File: config.mk
export PLATFORM = sky130hd
export DESIGN_NAME = icb_rr_arbiter
export DESIGN_NICKNAME = d
export VERILOG_FILES = /design/src/rtl/icb_rr_arbiter.sv
export SDC_FILE = /design/constraint.sdc
export NUM_CORES = 1
export LEC_CHECK = 0
export CAP_MARGIN = 15
export CORE_AREA = 2 2 116 118
export DETAILED_ROUTE_END_ITERATION = 6
export DIE_AREA = 0 0 118 120
export PLACE_DENSITY_LB_ADDON = 0.25
export SKIP_LAST_GASP = 1
export SYNTH_ARGS = -nofsm -noshare
export SYNTH_HDL_FRONTEND = slang
export SYNTH_SLANG_ARGS = --single-unit
File: constraint.sdc
create_clock -name clk -period 2 [get_ports clk]
set_input_delay 0.4 -clock clk [delete_from_list [all_inputs] [get_ports clk]]
set_output_delay 0.4 -clock clk [all_outputs]
set_load 0.05 [all_outputs]
File: src/rtl/icb_rr_arbiter.sv
// rtl/icb_rr_arbiter.sv - N:1 ICB command arbiter with burst lock and in-order response routing
//
// Shares one downstream ICB master port between N upstream requesters.
// A grant is given per burst and held until every beat of the burst has been
// accepted. Each accepted beat records the requester index in an outstanding
// ID FIFO. Responses return one per beat, in order, and are steered to the
// requester at the FIFO head.
//
// Optional feature: define ICB_ARB_FIXED_PRIO_EN for fixed lowest-index-first
// priority. When it is undefined, arbitration is round-robin.
//
// Ports:
//   clk, rst_n        clock, synchronous active-low reset
//   s_cmd_*           per-requester command channels, requester i at slice i
//   s_rsp_valid/ready per-requester response handshake
//   s_rsp_rdata/err   shared response payload, qualified by s_rsp_valid[i]
//   m_cmd_*           downstream command channel
//   m_rsp_*           downstream response channel
module icb_rr_arbiter #(
    parameter int N          = 2,
    parameter int ADDR_W     = 32,
    parameter int WIDTH      = 32,
    parameter int ICB_LEN_W  = 3,
    parameter int OUTS_DEPTH = 8
) (
    input  logic                       clk,
    input  logic                       rst_n,
    input  logic [N-1:0]               s_cmd_valid,
    output logic [N-1:0]               s_cmd_ready,
    input  logic [N*ADDR_W-1:0]        s_cmd_addr,
    input  logic [N-1:0]               s_cmd_read,
    input  logic [N*ICB_LEN_W-1:0]     s_cmd_len,
    input  logic [N*WIDTH-1:0]         s_cmd_wdata,
    input  logic [N*(WIDTH/8)-1:0]     s_cmd_wmask,
    output logic [N-1:0]               s_rsp_valid,
    input  logic [N-1:0]               s_rsp_ready,
    output logic [WIDTH-1:0]           s_rsp_rdata,
    output logic                       s_rsp_err,
    output logic                       m_cmd_valid,
    input  logic                       m_cmd_ready,
    output logic [ADDR_W-1:0]          m_cmd_addr,
    output logic                       m_cmd_read,
    output logic [ICB_LEN_W-1:0]       m_cmd_len,
    output logic [WIDTH-1:0]           m_cmd_wdata,
    output logic [(WIDTH/8)-1:0]       m_cmd_wmask,
    input  logic                       m_rsp_valid,
    output logic                       m_rsp_ready,
    input  logic [WIDTH-1:0]           m_rsp_rdata,
    input  logic                       m_rsp_err
);

    localparam int DW    = WIDTH / 8;
    localparam int IDX_W = (N > 1) ? $clog2(N) : 1;
    localparam int PTR_W = $clog2(OUTS_DEPTH);

    typedef enum logic {
        ARB   = 1'b0,
        BURST = 1'b1
    } state_t;

    state_t                 state;
    state_t                 state_nxt;
    logic [IDX_W-1:0]       gnt_idx;
    logic [IDX_W-1:0]       pick_idx;
    logic                   pick_found;
    logic [IDX_W-1:0]       scan_base;
    logic [IDX_W:0]         scan;
    logic [ICB_LEN_W-1:0]   beat_cnt;
    logic [ICB_LEN_W-1:0]   len_lat;
    logic                   beat_fire;
    logic                   last_beat;

    logic [IDX_W-1:0]       id_mem [OUTS_DEPTH];
    logic [PTR_W:0]         wr_ptr;
    logic [PTR_W:0]         rd_ptr;
    logic                   id_full;
    logic                   id_empty;
    logic                   push;
    logic                   pop;
    logic [IDX_W-1:0]       head;

    // ------------------------------------------------------------------
    // Arbitration: scan N candidates starting at scan_base, wrapping at N.
    // ------------------------------------------------------------------
`ifdef ICB_ARB_FIXED_PRIO_EN
    assign scan_base = '0;
`else
    logic [IDX_W-1:0] rr_ptr;

    assign scan_base = rr_ptr;

    // The requester after the one that just finished gets first look next time.
    always_ff @(posedge clk) begin
        if (!rst_n) begin
            rr_ptr <= '0;
        end else if (beat_fire && last_beat) begin
            rr_ptr <= (gnt_idx == IDX_W'(N - 1)) ? '0 : gnt_idx + 1'b1;
        end
    end
`endif

    always_comb begin
        pick_found = 1'b0;
        pick_idx   = '0;
        scan       = '0;
        for (int k = 0; k < N; k++) begin
            scan = {1'b0, scan_base} + (IDX_W + 1)'(k);
            if (scan >= (IDX_W + 1)'(N)) begin
                scan = scan - (IDX_W + 1)'(N);
            end
            if (!pick_found && s_cmd_valid[scan[IDX_W-1:0]]) begin
                pick_found = 1'b1;
                pick_idx   = scan[IDX_W-1:0];
            end
        end
    end

    // ------------------------------------------------------------------
    // Grant FSM
    // ------------------------------------------------------------------
    always_ff @(posedge clk) begin
        if (!rst_n) begin
            state <= ARB;
        end else begin
            state <= state_nxt;
        end
    end

    always_comb begin
        state_nxt = state;
        case (state)
            ARB:     if (pick_found) state_nxt = BURST;
            BURST:   if (beat_fire && last_beat) state_nxt = ARB;
            default: state_nxt = ARB;
        endcase
    end

    always_ff @(posedge clk) begin
        if (!rst_n) begin
            gnt_idx  <= '0;
            len_lat  <= '0;
            beat_cnt <= '0;
        end else if (state == ARB) begin
            beat_cnt <= '0;
            if (pick_found) begin
                gnt_idx <= pick_idx;
                len_lat <= s_cmd_len[int'(pick_idx)*ICB_LEN_W +: ICB_LEN_W];
            end
        end else if (beat_fire) begin
            beat_cnt <= beat_cnt + 1'b1;
        end
    end

    // ------------------------------------------------------------------
    // Command path: the granted slice is forwarded; acceptance stalls while
    // the ID FIFO cannot record another beat.
    // ------------------------------------------------------------------
    assign m_cmd_addr  = s_cmd_addr[int'(gnt_idx)*ADDR_W +: ADDR_W];
    assign m_cmd_read  = s_cmd_read[gnt_idx];
    assign m_cmd_len   = s_cmd_len[int'(gnt_idx)*ICB_LEN_W +: ICB_LEN_W];
    assign m_cmd_wdata = s_cmd_wdata[int'(gnt_idx)*WIDTH +: WIDTH];
    assign m_cmd_wmask = s_cmd_wmask[int'(gnt_idx)*DW +: DW];
    assign m_cmd_valid = (state == BURST) && s_cmd_valid[gnt_idx] && !id_full;
    assign beat_fire   = m_cmd_valid && m_cmd_ready;
    assign last_beat   = (beat_cnt == len_lat);

    always_comb begin
        s_cmd_ready = '0;
        if (state == BURST) begin
            s_cmd_ready[gnt_idx] = m_cmd_ready && !id_full;
        end
    end

    // ------------------------------------------------------------------
    // Outstanding ID FIFO: pointers carry one extra wrap bit.
    // ------------------------------------------------------------------
    assign push     = beat_fire;
    assign pop      = m_rsp_valid && m_rsp_ready;
    assign id_empty = (wr_ptr == rd_ptr);
    assign id_full  = (wr_ptr[PTR_W] != rd_ptr[PTR_W]) &&
                      (wr_ptr[PTR_W-1:0] == rd_ptr[PTR_W-1:0]);
    assign head     = id_mem[rd_ptr[PTR_W-1:0]];

    always_ff @(posedge clk) begin
        if (push) begin
            id_mem[wr_ptr[PTR_W-1:0]] <= gnt_idx;
        end
    end

    always_ff @(posedge clk) begin
        if (!rst_n) begin
            wr_ptr <= '0;
            rd_ptr <= '0;
        end else begin
            if (push) wr_ptr <= wr_ptr + 1'b1;
            if (pop)  rd_ptr <= rd_ptr + 1'b1;
        end
    end

    // ------------------------------------------------------------------
    // Response path: zero-latency steer to the head requester. A response
    // arriving with nothing outstanding is left waiting (ready stays low).
    // ------------------------------------------------------------------
    assign m_rsp_ready = !id_empty && s_rsp_ready[head];
    assign s_rsp_rdata = m_rsp_rdata;
    assign s_rsp_err   = m_rsp_err;

    always_comb begin
        s_rsp_valid = '0;
        if (!id_empty) begin
            s_rsp_valid[head] = m_rsp_valid;
        end
    end

endmodule

==> impl_metrics.json <==
{
  "worstSetupStartpointType": "flip-flop",
  "dp_hpwl_mm": 9.53,
  "grt_pass1_vias": 2824,
  "synth.most_common_cell": "mux2_2",
  "syn_inst": 247,
  "tightest_slew_ns": 0.423,
  "seq_area_sq_um": 646,
  "h-tree-depth": 1,
  "first_iter_violations": 52,
  "synth_common_cells": "mux2_2 (72), buf_4 (33), dfxtp_1 (20), nand2_1 (16), nor2_1 (11)",
  "final.period_utilization_pct": 112,
  "ys_seq_area_share_pct": 25.7,
  "synth_top_area_share_pct": 32.5,
  "clockBufferDepth": 2,
  "fin_nets": 651,
  "yosysTopAreaCell": "mux2_2",
  "cts_tree": "built",
  "gr-usage-all-layers_pct": 14.5,
  "layout-drive-gt1-share_pct": 43.1,
  "syn-cell-area_sq_um": 2490,
  "final.min_clock_period_ns": 2.25,
  "grt_pass1_wl_mm": 15.9,
  "maxSlewHeadroom_pct": 71.7,
  "nFillCells": 1304,
  "hp-class": "reg -> reg",
  "die_width_um": 118,
  "vias_per_cell": 4.09,
  "port_buffers": 229,
  "path_class": "reg -> out",
  "worst_path_max_delay_cell": "mux4_2",
  "fp-row-count": 42,
  "synthTopCellsByArea": "mux2_2 (32%), dfxtp_1 (16%), buf_4 (9.9%), edfxtp_1 (9.6%), mux2i_1 (4.0%)",
  "clock_latency_ns": 0.26,
  "synth-edff-count": 8,
  "coreArea_sq_um": 13000,
  "synth_xor_area_share_pct": 3.86,
  "gp_congestion": 0.831,
  "numCtsBuffers": 3,
  "antenna_cells": 0,
  "synthAdderAreaFrac_pct": 1.50,
  "grt_max_degree": 44,
  "outcome": "finished with violations",
  "arrival_ns": 1.85,
  "clkSinkCount": 28,
  "leakage_uw": 0.00199,
  "max-cap-violations": 0,
  "die_area_sq_um": 14200,
  "synth_top_family_by_area": "multiplexers",
  "die_h_um": 120,
  "wl_mm": 10.8,
  "muxShareOfSynthArea_pct": 40.0,
  "ys_warn_count": 0,
  "crit_fanout": 2,
  "end_kind": "output pin",
  "vias": 2607,
  "finClkSkew_ns": 0.00489,
  "synth-simple-area-share_pct": 11.7,
  "routedWlPerCell_um": 16.9,
  "cp.required_ns": 1.60,
  "antenna_left": 0,
  "synth_compound_area_share_pct": 4.96,
  "hold_violations": 0,
  "final_max_slew_viol_count": 0,
  "worst_slack_ns": -0.248,
  "ys.flop_type": "dfxtp_1",
  "timing.hold.ws_ns": 0.494,
  "antenna_found_initial": 0,
  "fmax_ghz": 0.445,
  "synth-seq-cells": 28,
  "p_total_uw": 2530,
  "powerDensity_nw_per_um2": 509,
  "max_stage_delay_ns": 0.49,
  "clk_pin_slew_ns": 0.07,
  "num_io_pins": 296,
  "cp_cell_sequence": "mux4_2, mux2_4, mux2i_4, nor2_4, buf_12",
  "cts_root_buf": "clkbuf_16",
  "grt_overflow_total": 0,
  "yosysUniqueCellTypes": 41,
  "rsz0062_at_grt": "yes",
  "start_util_pct": 19.2,
  "area_growth_pct": 99.5,
  "synth_nets": 435,
  "syn_avg_cell_area_sq_um": 10.1,
  "dr.pass1.iters": 4,
  "irDropWorstVdd_mv": 0.269,
  "drc_errors": 0,
  "async_reset_ff_share_pct": 0,
  "violations": "setup timing",
  "setup_viol_count_final": 10,
  "multi_input_area_sq_um": 1600
}
worst max-delay path: cells and delay by family (launching register included):
family,cells,cell delay (ns)
muxes,3,1.00
buffers and inverters,1,0.14
DFF,1,0.35
and+or+nand+nor,1,0.10
layout by cell type, fill, tap and decap left out, types with 2 or more instances in the layout:
cell type	count
nand2_1	15
mux4_2	2
and2_1	4
edfxtp_1	8
nand2b_1	4
dfxtp_1	18
mux2_2	72
o21ai_1	3
buf_4	95
nor2_4	3
nor2_1	9
inv_1	3
mux2i_1	10
clkbuf_16	3
nand3_1	6
xnor2_1	4
nor3_1	4
xor2_1	5
a21boi_1	2
o21ai_0	2
ha_1	3
clkdlybuf4s50_1	150
o211a_1	3
buf_12	9
final timing paths:
kind                  start           to  slack, ns  cells after the start
setup / recovery  flip-flop  m_rsp_ready      -0.25                      5
hold / removal       rr_ptr       rr_ptr       0.49                      2
setup reg to reg  flip-flop    rd_ptr[3]      -0.12                      6
hold reg to reg      rr_ptr       rr_ptr       0.49                      2
metrics by stage:
stage	instance area [sq um]	cells	util [%]	setup TNS [ns]	worst slack, ns
final	4980	638	38.4	-1.06	-0.248
after floorplan	2510	247	-	-0.0302	-0.0302
after global placement	4820	631	37.1	-0.113	-0.0500
after CTS	4960	637	38.2	-1.31	-0.266
after detailed placement	4820	631	37.1	-0.366	-0.0632
after global routing	4980	638	38.4	-1.92	-0.300
cell type report:
cell class / instances / area share [%]
sequential: 28 / 13.0
inverter: 3 / 0.226
multi-input combinational: 171 / 32.2
timing repair buffer: 256 / 48.6
tap: 176 / 4.42
clock buffer: 4 / 1.58
where the power goes:
group | switching (uW) | total (uW) | leakage (uW) | internal, uW
combinational | 770 | 1450 | 0.00171 | 685
clock | 183 | 456 | 0.0000382 | 273
sequential | 16.9 | 621 | 0.000238 | 604
repair_timing:
action,CTS,global route
setup endpoints to repair,12,15
pin swaps,4,2
hold buffers,0,0
hold endpoints to repair,0,0
setup buffers,2,1
resized for setup,8,3
gates cloned,0,0
cell families after synthesis:
logic type                 after synthesis
muxes                                   86
and+or+nand+nor                         56
AOI/OAI and AO/OA                       15
buffers and inverters                   48
xor gates and xnor gates                11
adders and majority gates                3
DFF                                     28
routing by layer:
metal | vias up | global-route usage [%] | share of wire, %
li1 | 1274 | - | -
met1 | 1184 | 14.3 | 34
met2 | 136 | 25.4 | 49
met3 | 13 | 10.0 | 16
met4 | 0 | 2.48 | 1.2
met5 | - | 0 | 0
Note: power is estimated with default switching activity, not from simulation.
